--- config.mk ---
export PLATFORM = sky130hd
export DESIGN_NAME = add_arbiter
export DESIGN_NICKNAME = d
export VERILOG_FILES = /design/src/rtl/add_arbiter.sv
export SDC_FILE = /design/constraint.sdc
export NUM_CORES = 1
export LEC_CHECK = 0
export CAP_MARGIN = 20
export CORE_MARGIN = 1
export CORE_UTILIZATION = 40
export CTS_CLUSTER_SIZE = 14
export DETAILED_ROUTE_END_ITERATION = 16
export PLACE_DENSITY = 0.72
export SLEW_MARGIN = 20
export SYNTH_ARGS = -nofsm -noshare
export SYNTH_HDL_FRONTEND = slang
export SYNTH_SLANG_ARGS = --single-unit
--- constraint.sdc ---
create_clock -name clk -period 2.8 [get_ports clk]
set_input_delay 0.56 -clock clk [delete_from_list [all_inputs] [get_ports clk]]
set_output_delay 0.56 -clock clk [all_outputs]
set_load 0.01 [all_outputs]
--- src/rtl/add_arbiter.sv ---
// ============================================================================
// Module   : add_arbiter
// Purpose  : Two requesters share one N-bit ripple-carry adder through an
//            IDLE/EXEC/RESP handshake FSM. Define ADD_ARBITER_RR_EN for
//            round-robin tie-breaking; otherwise requester 0 has fixed priority.
// Revision : 1.0 - initial release
// ============================================================================
`default_nettype none

module add_arbiter #(
  parameter int N = 4
) (
  input  logic         clk,
  input  logic         rst,
  input  logic         req0_valid,
  input  logic [N-1:0] req0_a,
  input  logic [N-1:0] req0_b,
  output logic         req0_ready,
  input  logic         req1_valid,
  input  logic [N-1:0] req1_a,
  input  logic [N-1:0] req1_b,
  output logic         req1_ready,
  output logic         resp0_valid,
  input  logic         resp0_ready,
  output logic         resp1_valid,
  input  logic         resp1_ready,
  output logic [N:0]   resp_sum,
  output logic         busy
);

  localparam logic [1:0] c_IDLE = 2'd0;
  localparam logic [1:0] c_EXEC = 2'd1;
  localparam logic [1:0] c_RESP = 2'd2;

  logic [1:0]   r_state;
  logic [1:0]   w_next;
  logic [N-1:0] r_a;
  logic [N-1:0] r_b;
  logic         r_owner;
  logic [N:0]   r_sum;
  logic         w_prio1;
  logic         w_grant0;
  logic         w_grant1;
  logic         w_resp_done;
  logic [N:0]   w_carry;
  logic [N-1:0] w_sum_bits;

`ifdef ADD_ARBITER_RR_EN
  logic r_ptr;

  always_ff @(posedge clk) begin
    if (rst)
      r_ptr <= 1'b0;
    else if (w_resp_done)
      r_ptr <= ~r_ptr;
  end

  assign w_prio1 = r_ptr;
`else
  assign w_prio1 = 1'b0;
`endif

  // A lone requester always wins; the priority bit only settles ties.
  always_comb begin
    w_grant1 = 1'b0;
    w_grant0 = 1'b0;
    if (r_state == c_IDLE && !rst) begin
      w_grant1 = req1_valid && (!req0_valid || w_prio1);
      w_grant0 = req0_valid && !w_grant1;
    end
  end

  assign w_resp_done = (r_state == c_RESP) && (r_owner ? resp1_ready : resp0_ready);

  assign w_carry[0] = 1'b0;
  generate
    for (genvar gi = 0; gi < N; gi++) begin : g_rca
      assign w_sum_bits[gi]  = r_a[gi] ^ r_b[gi] ^ w_carry[gi];
      assign w_carry[gi + 1] = (r_a[gi] & r_b[gi]) | (w_carry[gi] & (r_a[gi] ^ r_b[gi]));
    end
  endgenerate

  always_ff @(posedge clk) begin
    if (rst)
      r_state <= c_IDLE;
    else
      r_state <= w_next;
  end

  always_comb begin
    w_next = r_state;
    case (r_state)
      c_IDLE:  if (w_grant0 || w_grant1) w_next = c_EXEC;
      c_EXEC:  w_next = c_RESP;
      c_RESP:  if (w_resp_done) w_next = c_IDLE;
      default: w_next = c_IDLE;
    endcase
  end

  always_ff @(posedge clk) begin
    if (rst) begin
      r_a     <= '0;
      r_b     <= '0;
      r_owner <= 1'b0;
      r_sum   <= '0;
    end else begin
      if (w_grant0 || w_grant1) begin
        r_a     <= w_grant1 ? req1_a : req0_a;
        r_b     <= w_grant1 ? req1_b : req0_b;
        r_owner <= w_grant1;
      end
      if (r_state == c_EXEC)
        r_sum <= {w_carry[N], w_sum_bits};
    end
  end

  always_comb begin
    req0_ready  = w_grant0;
    req1_ready  = w_grant1;
    resp0_valid = (r_state == c_RESP) && !r_owner;
    resp1_valid = (r_state == c_RESP) && r_owner;
    resp_sum    = r_sum;
    busy        = (r_state != c_IDLE);
  end

endmodule

`default_nettype wire
Yosys cells after proc, flatten, opt, wreduce, memory -nomap -nowiden
Index checks and enable logic that the tools add are counted.
{ "classes": {"mux": 8, "reduce_logical": 14, "eq_ne": 4, "n_bitwise": 17} }
{ "op_table": {"columns": ["op", "n"], "rows": [
  ["two-way mux 4 bit", 2],
  ["bitwise AND 1 bit", 7],
  ["bitwise XOR 1 bit", 7],
  ["logical AND 1 bit", 6],
  ["case mux 2 bit (3 select lines)", 1],
  ["zero test 1 bit", 4],
  ["two-way mux 2 bit", 2],
  ["two-way mux 1 bit", 3],
  ["OR 1 bit", 3],
  ["equality test 2 x 1 -> 1 bit, second input constant", 1],
  ["equality test 2 bit, second input constant", 1],
  ["zero test 2 bit", 1],
  ["!= test 2 x 1 -> 1 bit, second input constant", 1],
  ["!= test 2 bit, second input constant", 1],
  ["AND reduction 2 bit", 1],
  ["nonzero test 2 bit", 1],
  ["logical OR 1 bit", 1]
]} }
{ "totals": {"input_bits": 22, "out_inout_bits": 10, "reg_bits": 16, "wordCells": 48} }

Logic depth before layout (Yosys ltp)
Gate-level depths: netlist of run 1.
{ "logic_depth": {"depth_word": 8, "ltp_mapped": 6} }

Worst setup path after synthesis of run 1
No wires, ideal clock.
{ "synth_path": {"kind": "flip-flop to flip-flop", "startpoint": "reg r_a[0]", "endpoint": "reg r_sum[3] (netlist: resp_sum[3])", "arrival_time_ps": 1850, "t_required_ps": 2714, "stages_incl_launch_ff": 7, "path_slack_ps": 865, "setup_ps": 86, "n_path_buf": 0, "cell_sequence": "dfxtp_1 -> ha_1 -> fa_1 -> fa_1 -> inv_1 -> fa_1 -> a211oi_1"} }
{ "synth_via": {"elab_chain_cells": 6} }
{ "synth_rtl": {"columns": ["item", "line", "text"], "rows": [
  ["from (decl)", "37", "logic [N-1:0] r_a;"],
  ["from (signal assigned)", "108", "r_a <= w_grant1 ? req1_a : req0_a;"],
  ["bitwise AND 1 bit (2 in a row)", "79", "assign w_carry[gi + 1] = (r_a[gi] & r_b[gi]) | (w_carry[gi] & (r_a[gi] ^ r_b[gi]));"],
  ["OR 1 bit", "79", null],
  ["bitwise AND 1 bit", "79", null],
  ["OR 1 bit", "79", null],
  ["bitwise XOR 1 bit", "78", "assign w_sum_bits[gi] = r_a[gi] ^ r_b[gi] ^ w_carry[gi];"],
  ["to (signal assigned)", "113", "r_sum <= {w_carry[N], w_sum_bits};"],
  ["to (decl)", "40", "logic [N:0] r_sum;"]
]} }
Every way passes these cells.
A chain may end at the register's enable or synchronous reset.

Worst setup path after layout of run 1
{ "layout_path": {"startpoint": "in req1_valid", "endpoint": "out req1_ready"} }
{ "layout_via": {"elab_chain_cells": 2} }
{ "layout_rtl": {"columns": ["item", "line", "text"], "rows": [
  ["from (decl)", "19", "input logic req1_valid,"],
  ["logical AND 1 bit", "68", "w_grant1 = req1_valid && (!req0_valid || w_prio1);"],
  ["two-way mux 1 bit", "67", "if (r_state == c_IDLE && !rst) begin"],
  ["to (decl)", "22", "output logic req1_ready,"]
]} }
Every way passes these cells.

==> impl_metrics.env, run 1 <==
export IMPL_p_leak_nw=0.462
export IMPL_synth_seq_cells=16
export IMPL_critical_path_buf_inv_count=2
export IMPL_r2r_slack_ps=760
export IMPL_num_nets_final=145
export IMPL_fp_row_count=15
export IMPL_floorplan_io_pins=32
export IMPL_ant_nets=0
export IMPL_place_detailed_hpwl_um=1360
export IMPL_timing_critical_path_from="req1_valid"
export IMPL_synth_simple_gate_area_share_pct=15.9
export IMPL_synth_compound_gate_area_share_pct=20.7
export IMPL_synth_area_per_cell_sq_um=9.58
export IMPL_grtUsageMet2_pct=32.2
export IMPL_r2r_start="r_a[0]"
export IMPL_finalCritPeriodShare_pct=92.2
export IMPL_clk_insertion_delay_late_ps=290
export IMPL_post_cts_buffers=0
export IMPL_synth_top_family_by_area="compound AO/OA/AOI/OAI gates"
export IMPL_cts_hold_buffers_added=0
export IMPL_share_of_cells_above_drive_strength_1_pct=11.0
export IMPL_irDropWorstVdd_mv=0.220
export IMPL_synth_cell_area_sq_um=786
export IMPL_drt_wirelength_um=1730
export IMPL_crit_path_end="req1_ready"
export IMPL_area_growth_pct=49.8
export IMPL_achievable_frequency_mhz=387
export IMPL_setup_worst_path_start_class="input pin"
export IMPL_design_die_area_sq_mm=0.00215
export IMPL_die_span_x_um=46.3
export IMPL_met1_grt_util_pct=23.1
export IMPL_finalNonFillerCells=143
export IMPL_io_buffer_count=31
export IMPL_layout_common_cells="clkdlybuf4s50_1, dfxtp_1, inv_1"
export IMPL_worst_r2r_path_depth=6
export IMPL_powerDensity_mw_per_mm2=494
export IMPL_path_cells="clkdlybuf4s50_1, or2b_1, nor3_1, clkdlybuf4s50_1"
export IMPL_min_delay_path_class="register to register"
export IMPL_synth_nets=108
export IMPL_cp_arrival_ps=2020
export IMPL_drtIter0Drc=10
export IMPL_max_clock_path_buffers=2
export IMPL_grt_pass1_wl_um=2870
export IMPL_die_height_um=46.3
export IMPL_synth_cell_types=24
export IMPL_netlist_instances=82
export IMPL_use_met3_pct=2.35
export IMPL_most_common_library_cell_in_the_layout_ignoring_fill_and_taps="clkdlybuf4s50_1"
export IMPL_grt_most_used_layer="met2"
export IMPL_cts_root_buf="clkbuf_4"
export IMPL_grt_overflow_total=0
export IMPL_cts_made_buffers=3
export IMPL_cp_max_fo=4
export IMPL_critPathTopFamily="buffers and inverters"
export IMPL_avgViaCountPerCell=5.14
export IMPL_min_period_ps=2580
export IMPL_clock_tree_from_tritoncts="done"
export IMPL_setup_viol=0
export IMPL_initial_core_utilization_pct=44.1
export IMPL_number_of_antenna_violations_at_the_first_check_in_global_routing=0
export IMPL_timing_worst_slew_pin_value_ps=673
export IMPL_num_vias=735
export IMPL_firstDrtPassIters=4
export IMPL_track_usage_pct=19.1
export IMPL_status="finished clean"
export IMPL_routed_wire_length_per_instance_um=12.1
export IMPL_max_cap_violations=0
export IMPL_cts_resized=0
export IMPL_post_synth_fa_ha_maj_area_fraction_pct=9.24
export IMPL_timing_critical_path_slowest_stage_cell="clkdlybuf4s50_1"
export IMPL_cts_reportedPaths_clkPinSlew_ps=90
export IMPL_gp_routability_congestion=0.757
export IMPL_crit_path_max_incr_delay_ps=560
export IMPL_max_slew_margin_rel_pct=55.0
export IMPL_clock_sinks=16
export IMPL_pin_count_of_the_biggest_net_entering_global_routing=17
export IMPL_core_sq_mm=0.00178
export IMPL_type_of_destination_of_the_critical_path="output pin"
export IMPL_path_common_cell="clkdlybuf4s50_1"
export IMPL_placed_cells=139
export IMPL_clock_skew_ps=6.93
export IMPL_rsz0062_at_grt="false"
export IMPL_cts_htree_levels=1
export IMPL_critical_path_cell_count=4
export IMPL_path_class="input pin to output pin"
export IMPL_timing_rr_end="resp_sum[3]"
export IMPL_critical_path_required_ps=2240
export IMPL_slew_viol_final=0
export IMPL_synth_sequential_area_ratio_pct=40.8
export IMPL_report_final_hold_viol_count=0
export IMPL_vias_in_the_first_global_route=698
export IMPL_synth_mux_area_share_pct=5.10
export IMPL_post_synth_xor_area_fraction_pct=0
export IMPL_setup_tns_ps=0
export IMPL_synth_warning_count=0
export IMPL_insertedDiodeCount=0
export IMPL_drc=0
[flip-flops by register name (all words and copies together), names as in the netlist]
register,cells
resp_sum,5
r_b,4
r_state,2
r_owner,1
r_a,4
[synth_stat cells (all sizes together)]
cell type   n  area share, %
o21ai       6            4.3
or3b        5            5.6
ha          1            1.6
dfxtp      16             41
buf         4            3.0
a221oi      8            8.9
or2b        1           0.96
fa          3            7.6
and2        1           0.80
o22ai       3            2.4
a211oi      3            2.9
o21a        1           0.96
nor2        7            3.7
nor2b       3            2.4
nor3        3            2.5
a21oi       2            1.3
mux2i       4            5.1
inv        11            5.3
[worst min-delay path: stages, from the launching register on]
cell and delay, ps:
dfxtp_1 330, inv_1 50, a221oi_1 60
[layer usage]
layer	vias to the layer above	wire length (um)	part of all wire, %
li1	366	-	-
met1	350	783	45
met2	17	881	51
met3	2	43	2.5
met4	0	19	1.1
met5	-	0	0
[stage by stage]
stage          area (sq um)  worst slack [ps]  util [%]  hold slack, ps  power [W]
2_1_floorplan           786               865         -             450   0.000359
3_3_place_gp           1140               238      64.0             469   0.000431
3_5_place_dp           1140               231      64.0             473   0.000435
4_1_cts                1180               213      66.0             487   0.000590
5_1_grt                1180               136      66.0             518   0.000617
6_report               1180               217      66.0             484   0.000582
[logic make-up (layout without fill, tap and decap cells)]
family / count (synthesis) / after routing
simple gates: 20 / 20
mux: 4 / 4
flops: 16 / 16
fa+ha+maj: 4 / 4
buf+inv: 15 / 51
compound gates: 23 / 23
[where the power goes]
group / internal [W] / total, W / switching [W] / leakage [nW]
combinational: 0.0000897 / 0.000159 / 0.0000692 / 0.308
sequential: 0.000253 / 0.000269 / 0.0000158 / 0.133
clock: 0.0000792 / 0.000154 / 0.0000747 / 0.0210
total: 0.000422 / 0.000582 / 0.000160 / 0.462
[worst min-delay path by stage]
stage / startpoint / endpoint / slack, ps / depth (start not counted)
6_report: r_b[0] / r_b[0] / 480 / 2
4_1_cts: r_b[0] / r_b[0] / 490 / 2
3_5_place_dp: r_b[0] / r_b[0] / 470 / 2
2_1_floorplan: r_b[0] / r_b[0] / 450 / 2
3_3_place_gp: r_b[0] / r_b[0] / 470 / 2
5_1_grt: r_b[0] / r_b[0] / 520 / 2
[area by class of cell]
class | instances | area (sq um)
multi-input combinational | 51 | 400
fill | 166 | 606
clock buffer | 4 | 36.3
inverter | 11 | 41.3
timing repair buffer | 36 | 348
tap | 25 | 31.3
sequential | 16 | 320
(Power assumes the default switching activity.)
==> inputs of run 2 (changes only) <==
CORE_ASPECT_RATIO = 1.4   (was default)
==> run 2 against run 1 <==
Non-clock buffer count unchanged. Sequential share of layout area grew 0.15 points. Utilization is 1.0 points lower. Critical path depth unchanged. Worst setup slack worse by 25 ps. Die area up 0.12%. Final cell count down 3.5%. Largest cell class unchanged. Cell area fell by 0.53%. Combinational power barely moved. Hold slack got worse by 2.9 ps. Power fell by 0.21%. Highest routed layer unchanged.
==> impl_metrics.env, run 2 (synthesized netlist as in run 1, its figures left out) <==
export IMPL_drt_met1_wl_um=761
export IMPL_place_detailed_hpwl_um=1410
export IMPL_totalPowerFinal_w=0.000581
export IMPL_max_clock_path_buffers=2
export IMPL_setup_viol=0
export IMPL_timing_worst_slew_pin_value_ps=687
export IMPL_pin_count_of_the_biggest_net_entering_global_routing=17
export IMPL_worst_r2r_path_depth=6
export IMPL_path_class="input pin to output pin"
export IMPL_layout_common_cells="clkdlybuf4s50_1, dfxtp_1, inv_1"
export IMPL_cp_arrival_ps=2050
export IMPL_ant_nets=0
export IMPL_cts_htree_levels=1
export IMPL_drc=0
export IMPL_cp_max_fo=4
export IMPL_routed_wire_length_per_instance_um=13.3
export IMPL_p_leak_nw=0.462
export IMPL_number_of_antenna_violations_at_the_first_check_in_global_routing=0
export IMPL_clock_sinks=16
export IMPL_achievable_frequency_mhz=383
export IMPL_setup_worst_path_start_class="input pin"
export IMPL_cts_reportedPaths_clkPinSlew_ps=80
export IMPL_post_cts_buffers=0
export IMPL_firstDrtPassIters=4
export IMPL_min_period_ps=2610
export IMPL_cts_made_buffers=3
export IMPL_vias_in_the_first_global_route=714
export IMPL_die_span_x_um=39.5
export IMPL_drtIter0Drc=17
export IMPL_status="finished clean"
export IMPL_timing_hold_worst_endpoint="r_b[0]"
export IMPL_max_cap_violations=0
export IMPL_cts_root_buf="clkbuf_4"
export IMPL_critical_path_required_ps=2240
export IMPL_rsz0062_at_grt="false"
export IMPL_report_final_hold_viol_count=0
export IMPL_core_sq_mm=0.00180
export IMPL_hold_path_startpoint="r_b[0]"
export IMPL_powerDensity_mw_per_mm2=496
export IMPL_floorplan_io_pins=32
export IMPL_io_buffer_count=31
export IMPL_irDropWorstVdd_mv=0.270
export IMPL_most_common_library_cell_in_the_layout_ignoring_fill_and_taps="clkdlybuf4s50_1"
export IMPL_initial_core_utilization_pct=43.6
export IMPL_area_growth_pct=49.0
export IMPL_num_nets_final=145
export IMPL_min_delay_path_class="register to register"
export IMPL_clock_tree_from_tritoncts="done"
export IMPL_num_vias=733
export IMPL_grt_overflow_total=0
export IMPL_top_metal_layer_carrying_routed_signals="met4"
export IMPL_share_of_cells_above_drive_strength_1_pct=11.0
export IMPL_fp_row_count=18
export IMPL_type_of_destination_of_the_critical_path="output pin"
export IMPL_r2r_start="r_a[0]"
export IMPL_largest_register_ffs=5
export IMPL_fill_cells=174
export IMPL_met3_length_um=58
export IMPL_max_slew_margin_rel_pct=54.1
export IMPL_cts_resized=0
export IMPL_gp_routability_congestion=0.743
export IMPL_die_height_um=54.4
export IMPL_slew_viol_final=0
export IMPL_hold_path_cell_count=2
export IMPL_clock_skew_ps=8.07
export IMPL_setup_tns_ps=0
export IMPL_finalCritPeriodShare_pct=93.1
export IMPL_cts_hold_buffers_added=0
export IMPL_r2r_slack_ps=720
export IMPL_grt_pass1_wl_um=3050
export IMPL_track_usage_pct=21.2
export IMPL_insertedDiodeCount=0
export IMPL_design_die_area_sq_mm=0.00215
export IMPL_timing_rr_end="resp_sum[3]"
export IMPL_clk_insertion_delay_late_ps=290
export IMPL_avgViaCountPerCell=5.31
export IMPL_drt_wirelength_um=1840
export IMPL_wl_met2_um=983
-- run 2: cell counts in the layout (fill, tap and decap cells not counted) --
No cell type changed its count.
-- run 2: metal layers --
metal	global-route usage (%)	vias up
met5	0	-
met3	3.66	4
met4	12.1	0
li1	-	367
met1	23.9	341
met2	36.1	21
-- run 2: through the flow --
step / hold slack, ps / util (%) / std cells / worst slack (ps) / instance area (sq um)
after floorplan: 450 / - / 82 / 865 / 786
final: 482 / 65.0 / 138 / 192 / 1170
after CTS: 486 / 65.0 / 138 / 163 / 1170
after detailed placement: 468 / 63.0 / 134 / 181 / 1130
after global placement: 467 / 63.0 / 134 / 243 / 1130
after global routing: 519 / 65.0 / 138 / 127 / 1170
-- run 2: power breakdown --
group,switching (W),internal [W]
Sequential,0.0000172,0.000253
Combinational,0.0000701,0.0000905
Clock,0.0000704,0.0000792
Total,0.000158,0.000423
-- run 2: worst max path at each step --
stage	start	end	cells past startpoint
6_report	req1_valid	req1_ready	4
5_1_grt	req0_valid	req1_ready	4
4_1_cts	req1_valid	req1_ready	4
3_5_place_dp	req1_valid	req1_ready	4
3_3_place_gp	req1_valid	req1_ready	4
2_1_floorplan	r_a[0]	resp_sum[3]	6
-- run 2: cell type report --
type	count	area (sq um)	area share, %
clock buffers	4	36.3	3.10
flip-flops and latches	16	320	27.4
inverters	11	41.3	3.53
well taps	20	25.0	2.14
multi-input cells	51	400	34.2
repair buffers	36	348	29.7
-- run 2: worst max-delay path, cell delays in order --
cell,delay (ps)
clkdlybuf4s50_1,460
or2b_1,290
nor3_1,170
clkdlybuf4s50_1,570
==> edit 1 (config.mk and constraints of run 2) <==
Build with the macro `ADD_ARBITER_RR_EN` defined.
--- a/src/rtl/add_arbiter.sv
+++ b/src/rtl/add_arbiter.sv
@@ -8,2 +8,4 @@
 `default_nettype none
+
+`define ADD_ARBITER_RR_EN
 
Behaviour: not the same (a bounded check fails within 4 cycles, from zero or initial values and one cycle with rst high).
==> edit 1 against run 2 <==
Cell area up 9.6%. Worst setup slack worse by 0.038 ns. Clock skew down 0.0068 ns. Clock power down 15%. Area after synthesis up 21%. Register-to-register slack better by 0.04 ns. Non-clock buffer count up 1. Sequential power up 4%. Total power down 1.5%. Wire length up 5.6%. Sequential cell count up 1. Count of clock-buffer cells in the layout down 1.
==> edit 1: results (changes against run 2) <==
** Routing
- DR vias/cell :: 5.49 (was 5.31)
- Routed wire length on met3 :: 56 um (was 58 um)
- Total routed wirelength :: 1940 um (was 1840 um)
- Total length of routed met2 wires :: 1050 um (was 983 um)
- Wire length the detailed router placed on met1 :: 809 um (was 761 um)
- The total number of vias is 851 (was 733).

** Timing
- Measured slew at the worst slew-check pin :: 0.608 ns (was 0.687 ns)
- The highest attainable clock frequency is 0.378 GHz (was 0.383 GHz).
- Worst Clk Skew :: 0.00130 ns (was 0.00807 ns)

** Pwr
- Combinational group share of total power :: 28.6% (was 27.7%)
- The reported net switching power came to 0.165 mW (was 0.158 mW).
- The static power due to leakage is 0.466 nW (was 0.462 nW).
- The peak supply drop is 0.000194 V (was 0.000270 V).
- The power consumed by the clock network is 0.127 mW (was 0.150 mW).

** Finish
- The final layout net count came to 160 (was 145).
- Fraction of layout instances using a drive strength above 1 :: 11.3% (was 11.0%)

** Global routing
- The global-route wire length before repair is 3170 um (was 3050 um).
- Number of global-route vias before repair :: 802 (was 714)
- The met2 capacity usage during global routing is 29.6% (was 36.1%).
- Global-route met1 utilization :: 17.1% (was 23.9%)
- The global-route track usage on met3 is 0.906% (was 3.66%).

** Place
- The total placed cells including tap cells was 151 (was 134).
- The global placement routability congestion was 0.790 (was 0.743).
- The minimum setup slack after placement is 0.152 ns (was 0.181 ns).

** Setup path
- Source of the critical timing path :: rst (was req1_valid)
- The endpoint arrival time on the critical path was 2.09 ns (was 2.05 ns).
- Largest fanout on the critical path :: 2 (was 4)
- The setup slack on the worst flop-to-flop path is 0.76 ns (was 0.72 ns).

** Synth
- The net count after synthesis came to 128 (was 108).
- The number of library cell types mapped by synthesis came to 30 (was 24).
- Ranking of synthesized cells by instance count: sky130_fd_sc_hd__dfxtp_1 (17), sky130_fd_sc_hd__a21oi_1 (10) (was sky130_fd_sc_hd__dfxtp_1 (16), sky130_fd_sc_hd__inv_1 (10), sky130_fd_sc_hd__a221oi_1 (8)).
- Gate count after technology mapping :: 102 (was 82)
- The share of the yosys chip area belonging to registers is 35.7% (was 40.8%).

** Min path
- The hold-critical path endpoint is resp_sum[2] (was r_b[0]).
- Hold wc startpoint :: resp_sum[2] (was r_b[0])

** Run status
- Run status: completed (unchanged).
edit 1: cell count changes after synthesis, sizes merged, moves of 2 or more:
cell    change
nand2b      +2
o21ai       -5
o22ai       -3
inv         -6
buf         +4
a21oi       +8
o31ai       +8
or3b        -5
nand2       +2
clkbuf      +2
nand4       +8
a311oi      +8
or3         +2
a221oi      -8
edit 1: logic make-up after synthesis:
| family | share of synthesized area (%) |
|---|---|
| mux | 4.21 |
| buf+inv | 10.6 |
| fa+ha+maj | 7.62 |
| compound gates | 21.9 |
| flops | 35.7 |
| simple gates | 19.8 |
edit 1: cell type report:
class	instances	area [sq um]	share of cell area [%]
flip-flops and latches	17	340	26.5
repair buffers	37	355	27.7
well taps	22	27.5	2.14
inverters	6	22.5	1.75
multi-input cells	69	510	39.8
clock inverters	1	5.00	0.390
clock buffers	3	22.5	1.75
==> edit 2 (flow settings as in run 2) <==
Made on the original files. Change the parameter `N` from 4 to 8.
--- a/src/rtl/add_arbiter.sv
+++ b/src/rtl/add_arbiter.sv
@@ -10,3 +10,3 @@
 module add_arbiter #(
-  parameter int N = 4
+  parameter int N = 8
 ) (
Ports: changed (5 resized); port bits go from 32 to 52. No check against the original RTL was run, so the function may have changed too.
==> edit 2 against run 2 <==
The flow now finishes with violations (negative setup slack). Die area is 76% higher. Sequential share of layout area is 0.38 points higher. Sequential power is 78% higher. First-iteration DRC count is 82% higher. Area after synthesis is 80% higher. Final cell count is 67% higher. Clock power is 67% higher. Total power is 78% higher. Global-route usage is 3.3 points lower. Via count is 65% higher. Sequential cell count is 12 higher. Worst setup slack worse by 0.70 ns. Wire length is 73% higher. Cell area is 73% higher. Largest power group unchanged.
==> edit 2: results (changes against run 2) <==
** Timing
- Final worst setup slack :: -0.504 ns (was 0.192 ns)
- Count of final setup violators :: 3 (was 0)
- Headroom to the max-slew limit :: 36.8% (was 54.1%)

** Setup path
- Cell type group with the largest total delay on the critical path :: adder cells (was buffers and inverters)
- Crit-path max cell delay :: 0.42 ns (was 0.57 ns)
- Largest fanout on the critical path :: 2 (was 4)
- Critical path type :: register to register (was input port to output pin)

** Run status
- Failing checks :: negative setup slack
- Run status :: finished, violations left (was completed)

** Min path
- The start point of the worst min-delay path is resp_sum[3] (was r_b[0]).

** Finish
- Fraction of layout instances using a drive strength above 1 :: 20.0% (was 11.0%)
- The final layout net count was 237 (was 145).

** Routing
- First DRT Iteration DRCs :: 31 (was 17)
- The wire length per cell came to 13.8 um (was 13.3 um).
- DR vias/cell :: 5.27 (was 5.31)

** Global routing
- The maximum number of pins on one net before global-route repair came to 18 (was 17).
- Number of global-route vias before repair :: 1,176 (was 714)
- All-layer global routing usage :: 17.9% (was 21.2%)
- First-pass GRT wire length :: 5120 um (was 3050 um)

** Pwr
- The cell internal power dissipation is 0.735 mW (was 0.423 mW).
- Leakage power :: 0.740 nW (was 0.462 nW)

** Synth
- Number of library cell types mapped by synthesis :: 31 (was 24)
- The net count after synthesis was 185 (was 108).
- Cell types occupying the most area after synthesis: sky130_fd_sc_hd__dfxtp_1 (40%), sky130_fd_sc_hd__a221oi_2 (11%), sky130_fd_sc_hd__fa_1 (9.9%) (was sky130_fd_sc_hd__dfxtp_1 (41%), sky130_fd_sc_hd__a221oi_1 (8.9%), sky130_fd_sc_hd__fa_1 (7.6%)).

** Place
- The global placement routability congestion is 0.720 (was 0.743).
- The count of buffers inserted at the top-level ports is 51 (was 31).

** Clock tree
- Source-to-sink clock delay at the later pin of the worst-skew pair :: 0.27 ns (was 0.29 ns)
==> edit 2: cells by family (layout without fill, tap and decap cells) <==
family / after synthesis / in the layout / synth area share, %
AO/OA/AOI/OAI: 46 / 46 / 27.5
adder cells (fa/ha/maj): 8 / 8 / 10.8
buffers and inverters: 28 / 79 / 9.65
flip-flops: 28 / 28 / 39.7
multiplexers: 1 / 1 / 0.709
AND/OR/NAND/NOR: 28 / 28 / 11.6
==> edit 2: power groups by stage <==
stage,clock network (mW),registers [mW],logic [mW]
detailed placement,0,0.491,0.294
CTS,0.253,0.482,0.295
floorplan,0,0.492,0.173
global route,0.268,0.490,0.333
global placement,0,0.490,0.289
finish,0.251,0.483,0.299
==> edit 2: what timing repair did <==
| item | in CTS | in global routing |
|---|---|---|
| endpoints found under the setup margin | 3 | 3 |
| pin swaps | 0 | 1 |
| buffers inserted | 0 | 1 |
| resized for setup | 1 | 2 |
==> edit 2: worst min-delay path by stage <==
| stage | endpoint | slack (ns) | depth (start not counted) |
|---|---|---|---|
| global placement | resp_sum[3] | 0.44 | 2 |
| detailed placement | resp_sum[3] | 0.45 | 2 |
| finish | resp_sum[3] | 0.46 | 2 |
| floorplan | r_a[0] | 0.45 | 2 |
| global route | resp_sum[3] | 0.48 | 2 |
| CTS | resp_sum[3] | 0.46 | 2 |
==> edit 2: routing by layer <==
metal	vias to the layer above	share of wire (%)	GRT usage (%)
li1	600	-	-
met1	579	43	21.3
met2	26	52	32.3
met3	7	3.2	2.10
met4	0	2.0	6.14
met5	-	0	0
==> edit 2: area by class of cell <==
cell class              instances  area (sq um)
repair buffers                 56           548
inverters                      19          71.3
clock buffers                   4          55.1
multi-input cells              83           743
well taps                      40          50.0
flip-flops and latches         28           563
fillers                       291          1350
